===== src/rtl/min_reduce_pkg.sv =====
// Shared types and constants for the streaming frame-minimum reducer.
package min_reduce_pkg;

    typedef enum logic [1:0] {
        IDLE  = 2'd0,
        ACCUM = 2'd1,
        HOLD  = 2'd2
    } state_e;

    localparam int DEF_WIDTH = 32;
    localparam int DEF_CNT_W = 16;
    localparam int CNT_MAX   = (1 << DEF_CNT_W) - 1;

endpackage


===== src/rtl/min_int32.sv =====
// Combinational signed minimum: returns b only when a is strictly greater.
module min_int32 #(
    parameter int WIDTH = 32
) (
    input  logic signed [WIDTH-1:0] a,
    input  logic signed [WIDTH-1:0] b,
    output logic signed [WIDTH-1:0] y
);

    assign y = (a > b) ? b : a;

endmodule


===== src/rtl/min_reduce_int32_stream.sv =====
// Frame-minimum reducer: per frame reports minimum, first index of it and a
// saturating element count with a sticky overflow flag.
module min_reduce_int32_stream
    import min_reduce_pkg::*;
#(
    parameter int WIDTH = DEF_WIDTH,
    parameter int CNT_W = DEF_CNT_W
) (
    input  logic                    clk,
    input  logic                    rst,
    input  logic                    in_valid,
    output logic                    in_ready,
    input  logic signed [WIDTH-1:0] in_data,
    input  logic                    in_last,
    output logic                    out_valid,
    input  logic                    out_ready,
    output logic signed [WIDTH-1:0] out_min,
    output logic [CNT_W-1:0]        out_idx,
    output logic [CNT_W-1:0]        out_count,
    output logic                    out_ovf
);

    localparam logic [CNT_W-1:0] CNT_SAT = {CNT_W{1'b1}};

    state_e                  state_q, state_d;
    logic signed [WIDTH-1:0] acc_q, acc_d;
    logic [CNT_W-1:0]        idx_q, idx_d;
    logic [CNT_W-1:0]        cnt_q, cnt_d;
    logic                    ovf_q, ovf_d;
    logic signed [WIDTH-1:0] out_min_q, out_min_d;
    logic [CNT_W-1:0]        out_idx_q, out_idx_d;
    logic [CNT_W-1:0]        out_count_q, out_count_d;
    logic                    out_ovf_q, out_ovf_d;

    logic signed [WIDTH-1:0] min_y;
    logic                    take_b;
    logic                    xfer;

    min_int32 #(.WIDTH(WIDTH)) u_min (
        .a (acc_q),
        .b (in_data),
        .y (min_y)
    );

    // The selector only departs from acc on a strictly smaller element.
    assign take_b    = (min_y != acc_q);
    assign in_ready  = (state_q != HOLD);
    assign out_valid = (state_q == HOLD);
    assign xfer      = in_valid && in_ready;

    always_comb begin
        state_d     = state_q;
        acc_d       = acc_q;
        idx_d       = idx_q;
        cnt_d       = cnt_q;
        ovf_d       = ovf_q;
        out_min_d   = out_min_q;
        out_idx_d   = out_idx_q;
        out_count_d = out_count_q;
        out_ovf_d   = out_ovf_q;

        case (state_q)
            IDLE: begin
                if (xfer) begin
                    acc_d   = in_data;
                    idx_d   = '0;
                    cnt_d   = CNT_W'(1);
                    ovf_d   = 1'b0;
                    state_d = in_last ? HOLD : ACCUM;
                end
            end
            ACCUM: begin
                if (xfer) begin
                    acc_d = min_y;
                    if (take_b) idx_d = cnt_q;
                    if (cnt_q == CNT_SAT) ovf_d = 1'b1;
                    else                  cnt_d = cnt_q + 1'b1;
                    if (in_last) state_d = HOLD;
                end
            end
            HOLD: begin
                if (out_ready) state_d = IDLE;
            end
            default: state_d = IDLE;
        endcase

        // Result is captured with the last element folded in, so it is
        // already valid on the first HOLD cycle.
        if (xfer && in_last) begin
            out_min_d   = acc_d;
            out_idx_d   = idx_d;
            out_count_d = cnt_d;
            out_ovf_d   = ovf_d;
        end
    end

    always_ff @(posedge clk or posedge rst) begin
        if (rst) begin
            state_q     <= IDLE;
            acc_q       <= '0;
            idx_q       <= '0;
            cnt_q       <= '0;
            ovf_q       <= 1'b0;
            out_min_q   <= '0;
            out_idx_q   <= '0;
            out_count_q <= '0;
            out_ovf_q   <= 1'b0;
        end else begin
            state_q     <= state_d;
            acc_q       <= acc_d;
            idx_q       <= idx_d;
            cnt_q       <= cnt_d;
            ovf_q       <= ovf_d;
            out_min_q   <= out_min_d;
            out_idx_q   <= out_idx_d;
            out_count_q <= out_count_d;
            out_ovf_q   <= out_ovf_d;
        end
    end

    assign out_min   = out_min_q;
    assign out_idx   = out_idx_q;
    assign out_count = out_count_q;
    assign out_ovf   = out_ovf_q;

endmodule


===== config.mk =====
export PLATFORM = sky130hd
export DESIGN_NAME = min_reduce_int32_stream
export DESIGN_NICKNAME = d
export VERILOG_FILES = /design/src/rtl/min_reduce_pkg.sv /design/src/rtl/min_int32.sv /design/src/rtl/min_reduce_int32_stream.sv
export SDC_FILE = /design/constraint.sdc
export NUM_CORES = 1
export LEC_CHECK = 0
export ABC_AREA = 1
export BUFFER_PORTS_ARGS = -buffer_cell sky130_fd_sc_hd__buf_2
export CORE_MARGIN = 8
export CORE_UTILIZATION = 60
export DETAILED_ROUTE_END_ITERATION = 8
export GPL_ROUTABILITY_DRIVEN = 0
export PLACE_DENSITY = 0.81
export SYNTH_ARGS = -nofsm -noshare
export SYNTH_HDL_FRONTEND = slang
export SYNTH_HIERARCHICAL = 1
export SYNTH_SLANG_ARGS = --single-unit
export TNS_END_PERCENT = 1

===== constraint.sdc =====
create_clock -name clk -period 12.71 [get_ports clk]
set_input_delay 2.542 -clock clk [delete_from_list [all_inputs] [get_ports clk]]
set_output_delay 2.542 -clock clk [all_outputs]
set_load 0.03 [all_outputs]

==> results of run 1 <==
==> how the worst max path moves through the flow <==
stage                        to  slack, ns        start
finish              out_idx[12]       6.38  in_data[31]
global route         out_idx[8]       6.04  in_data[17]
CTS                 out_idx[12]       6.52  in_data[31]
detailed placement  out_idx[10]       6.11  in_data[31]
global placement    out_idx[11]       6.15  in_data[31]
floorplan              acc_q[0]       6.64          rst
==> logic make-up after synthesis <==
group,share of synthesized area
AOI/OAI and AO/OA,0.08098
xor gates and xnor gates,0.02556
and+or+nand+nor,0.3396
adders and majority gates,0.05240
buffers and inverters,0.08225
DFF,0.4192
==> through the flow <==
step	total power, mW	hold WS, ns	utilization
floorplan	1.300	0.4379	-
global placement	1.478	0.4511	0.6446
detailed placement	1.496	0.4588	0.6446
CTS	1.952	0.4721	0.6858
global route	2.099	0.4791	0.6860
finish	1.958	0.4691	0.6862
==> critical path, stage by stage <==
cell	delay [ns]
buf_2	0.10
inv_1	0.04
ha_1	0.33
a21oi_1	0.18
o21a_1	0.14
nand2_1	0.06
a21oi_2	0.17
nand3_2	0.65
nand3_4	0.67
nand2_1	0.11
nand2_1	0.13
xnor2_1	0.17
nand2_1	0.08
nor2_1	0.11
nand2_1	0.07
nor2_1	0.15
nand3_1	0.09
nand2_1	0.50
nand2_1	0.12
nand2_1	0.12
nand2_1	0.06
nand2_1	0.09
==> sequential cells by signal (all words and copies together) (netlist names) <==
name / flops
idx_q: 16
out_ovf: 1
state_q: 2
ovf_q: 1
cnt_q: 16
out_count: 16
out_idx: 16
acc_q: 32
out_min: 32
==> layer usage <==
metal,up-vias,part of all wire,track usage,wire (um)
li1,3621,-,-,-
met1,3413,0.44,0.3472,9234
met5,-,0,0,0
met4,0,0.021,0.09926,440
met2,345,0.46,0.3953,9520
met3,41,0.083,0.05398,1727
==> final cells by class <==
type	count	area (sq um)
diodes	2	5.005
clock buffers	20	456.7
clock inverters	11	80.08
fillers	1146	4090
inverters	102	387.9
multi-input cells	790	3929
flip-flops and latches	132	3303
well taps	176	220.2
repair buffers	109	560.5
==> power by group <==
part,internal (mW),switching [mW]
logic,0.296,0.586
registers,0.524,0.102
clock network,0.259,0.191
total,1.08,0.879
==> cells in the final DEF, fill, tap and decap left out, types with 4 or more instances in the layout <==
master      Yosys  final
buf_4           8      6
nor2_2          4      4
ha_1           33     33
nor2_1         48     48
o21ai_0        29     29
clkbuf_16       0     17
inv_1          94     93
nand2_1       454    454
o221ai_1       10     10
clkinvlp_4      0      4
nand4_1        41     41
a21oi_1        20     20
dfrtp_1       132    132
inv_2           7      7
buf_2          15    103
and2_1          4      4
xnor2_1        22     22
nor3_1          6      6
nand3_1        66     66
o211ai_1       28     28
==> flow_summary.ini, run 1 <==
[outcome]
outcome = complete, no violations

[setup_path]
critPathKind = input port to register
worstPathArrival_ns = 6.68
crit_path_end_kind = register
cp_max_fo = 33
critPathLaunchType = input port
r2r_cells = 20
reg2reg_setup_slack_ns = 8.17
r2r-end = out_idx[12]
rr_startpoint = acc_q[31]
worstPathRequired_ns = 13.06

[floorplan]
initial_core_util = 0.6046
rows = 42
die_area_sq_um = 17060
die_h_um = 130.6
ios = 104
fp.dieW_um = 130.6
coreArea_sq_um = 13030

[timing]
setup_viol = 0
report.final.hold_viol_count = 0
slew_violations = 0
fin_ws_ns = 6.378
relSlewSlack = 0.2398
tns_ns = 0
fin_crit_ns = 6.332
clock_skew_ns = 0.006638
tightest_slew_ns = 1.139
rsz0062_at_grt = false
fin_crit_sh = 0.4982
fmax_ghz = 0.1579

[min_path]
whs_endpoint = idx_q[2]
hold_depth = 2
holdCritStartpoint = idx_q[2]
hold_path.class = register to register

[pwr]
power_density_nw_per_um2 = 218.9
peakVddDrop_mv = 0.1275
power.leakage_nw = 4.975

[route]
post_drt_via_cell_ratio = 5.529
post-route-drc-count = 0
vias = 7420
dr.first_iter.drc_count = 993
drt_first_pass_iters = 6
postRouteAntennaNets = 0
wl_mm = 20.92
wire_per_inst_um = 15.59

[global_routing]
grt-ovfl-total = 0
grt_max_degree = 71
grt_use_total = 0.2562
grt_antenna_before_repair = 1
grt_pass1_wl_mm = 34.51
grt_pass1_vias = 7047

[final_layout]
drive_gt1_frac = 0.1435
fin_cells = 1342
area_delta_synth_final_pct = 13.48
post-route-cell-area_sq_um = 8942
fin_nets = 1222

[yosys]
synth.area.top_cells = dfrtp_1, nand2_1, ha_1, inv_1, nand3_1
ys_seq_area_frac = 0.4192
synth_fp_nets = 1141
synthMostInstantiatedCell = nand2_1
ys_warn_count = 6
synthCells = 1071
yosysTopAreaCell = dfrtp_1
synth-seq-cells = 132
synthTopCellsByCount = nand2_1, dfrtp_1, inv_1
synthFlopType = dfrtp_1
synth_top_area_frac = 0.4192
syn-cell-area_sq_um = 7880
synth-edff-count = 0
syn_area_per_cell_sq_um = 7.358
async_flop_share = 1.000
yosys.cell_types.count = 39

[clock_tree]
numClockSinks = 132
cts_inserted_buffers = 17
postCtsSetupBuffers = 0
cts_tree = built
holdBufCountCts = 0
h-tree-depth = 4
clk_latency_ns = 0.42
cts_resized = 0
clk_pin_slew_ns = 0.06
ctsLongestPathBuffers = 2
cts_root_buf = clkbuf_16

[placed_design]
place_area_sq_um = 8401
port_buffers = 103
hpwl_mm = 13.86
dp.cells = 1309
pre_cts_slack_ns = 6.109

[flow_run]
max_cap_violations = 0
No activity file was read; power rests on OpenSTA's default activity.
==> run 2: changes to the inputs <==
--- a/config.mk
+++ b/config.mk
@@ -8,10 +8,10 @@
 export ABC_AREA = 1
 export BUFFER_PORTS_ARGS = -buffer_cell sky130_fd_sc_hd__buf_2
 export CORE_MARGIN = 8
-export CORE_UTILIZATION = 60
+export CORE_UTILIZATION = 59
 export DETAILED_ROUTE_END_ITERATION = 8
 export GPL_ROUTABILITY_DRIVEN = 0
-export PLACE_DENSITY = 0.81
+export PLACE_DENSITY = 0.8
 export SYNTH_ARGS = -nofsm -noshare
 export SYNTH_HDL_FRONTEND = slang
 export SYNTH_HIERARCHICAL = 1
==> constraint.sdc (replaced) <==
create_clock -name clk -period 6.4 [get_ports clk]
set_input_delay 1.28 -clock clk [delete_from_list [all_inputs] [get_ports clk]]
set_output_delay 1.28 -clock clk [all_outputs]
set_load 0.03 [all_outputs]
==> flow_summary.ini, run 2 (synthesis gave the netlist of run 1 again) <==
[setup_path]
worstPathBufferInverterCount = 2
crit_path_end_kind = register
worstPathRequired_ns = 6.75
cpMostUsedCell = nand2_1
crit_family = simple AND/OR/NAND/NOR gates
crit_path_max_incr_delay_ns = 0.52
critPathLaunchType = input port
cp_max_fo = 33
cp_slowest_cell = nand2_2
critPathKind = input port to register
worstPathArrival_ns = 5.35

[timing]
fin_crit_ns = 5.001
fin_ws_ns = 1.399
slew_violations = 0
tns_ns = 0
tightest_slew_ns = 1.184
clock_skew_ns = 0.008883
report.final.hold_viol_count = 0
relSlewSlack = 0.2095
rsz0062_at_grt = false
fin_crit_sh = 0.7814
setup_viol = 0
fmax_ghz = 0.2000
whs_ns = 0.4694

[final_layout]
area_delta_synth_final_pct = 13.88
drive_gt1_frac = 0.1426
final_core_util = 0.6830
layout_common_cells = nand2_1, dfrtp_1, buf_2
fin_cells = 1340
fin_nets = 1223
post-route-cell-area_sq_um = 8974
layout_commonest_cell = nand2_1
n_antenna_cell = 0

[clock_tree]
cts_inserted_buffers = 17
cts_resized = 0
clk_latency_ns = 0.43
ctsLongestPathBuffers = 2
postCtsSetupBuffers = 0
cts_tree = built
clk_pin_slew_ns = 0.05
h-tree-depth = 4
holdBufCountCts = 0
numClockSinks = 132
cts_root_buf = clkbuf_16

[floorplan]
initial_core_util = 0.5998
coreArea_sq_um = 13140
fp.dieW_um = 131.6
die_area_sq_um = 17310
rows = 42
die_h_um = 131.6
ios = 104

[pwr]
p_sw_mw = 1.737
p_comb_frac = 0.444
p_int_mw = 2.221
power.leakage_nw = 5.004
power_density_nw_per_um2 = 441.1
total_power_mw = 3.959
p_clk_frac = 0.241
pwr-share-seq = 0.315
p_sw_frac = 0.4388
peakVddDrop_mv = 0.2488

[global_routing]
grt_antenna_before_repair = 0
grt_pass1_wl_mm = 35.88
grt_use_total = 0.2512
grt-ovfl-total = 0
grt_max_degree = 81
grt_pass1_vias = 7374

[placed_design]
dp.cells = 1310
pre_cts_slack_ns = 1.136
hpwl_mm = 14.02
port_buffers = 103
place_area_sq_um = 8408

[min_path]
hold_path.class = register to register

[route]
vias = 7426
wire_per_inst_um = 15.88
wl_mm = 21.28
post-route-drc-count = 0
dr.first_iter.drc_count = 946
postRouteAntennaNets = 0
drt_first_pass_iters = 8
post_drt_via_cell_ratio = 5.542

[flow_run]
max_cap_violations = 0

[outcome]
outcome = complete, no violations
## run 2: cell types whose count changed in the layout (fill, tap and decap cells not counted), sizes merged
cell      before  now
clkinvlp       4    1
buf          109  110
inv          104  103
bufinv         0    2
diode          2    0
clkbuf        20   21
## run 2: power by group through the flow
stage,logic (mW),registers [mW],clock network (mW)
global route,1.97,1.27,1.00
finish,1.76,1.25,0.953
floorplan,1.17,1.41,0
CTS,1.74,1.24,0.958
detailed placement,1.72,1.25,0
global placement,1.69,1.25,0
## run 2: worst reg2reg max path: cells and delay by family (launching register included)
kind                       cells  cell delay (ns)
AOI/OAI and AO/OA              1             0.17
xor gates and xnor gates       1             0.23
adders and majority gates      1             0.34
buffers and inverters          1             0.06
DFF                            1             0.44
and+or+nand+nor               20             3.13
## run 2: path summary, 6_finish.rpt
path                            slack [ns]       start     endpoint  cells after the start
worst min-delay path                  0.47    idx_q[4]     idx_q[4]                      2
max in group asynchronous             4.05         rst  out_min[24]                      3
worst min register to register        0.47    idx_q[4]     idx_q[4]                      2
worst max register to register        1.96   acc_q[19]  out_idx[14]                     24
min in group asynchronous             1.08         rst  out_min[16]                      2
worst max-delay path                  1.40  in_data[5]  out_idx[14]                     26
## run 2: final cells by class
cell class                      count  area (sq um)
Fill cell                        1133          4164
Multi-Input combinational cell    790          3929
Sequential cell                   132          3303
Timing Repair Buffer              110         568.0
Clock buffer                       21         460.4
Inverter                          102         387.9
Tap cell                          176         220.2
Clock inverter                      9         105.1
## run 2: per-layer routing
layer	up-vias	share of wire	wire (um)	track usage
met1	3447	0.45	9546	0.3342
met3	34	0.081	1731	0.05869
li1	3616	-	-	-
met5	-	0	0	0
met2	329	0.45	9566	0.3859
met4	0	0.020	432	0.1059
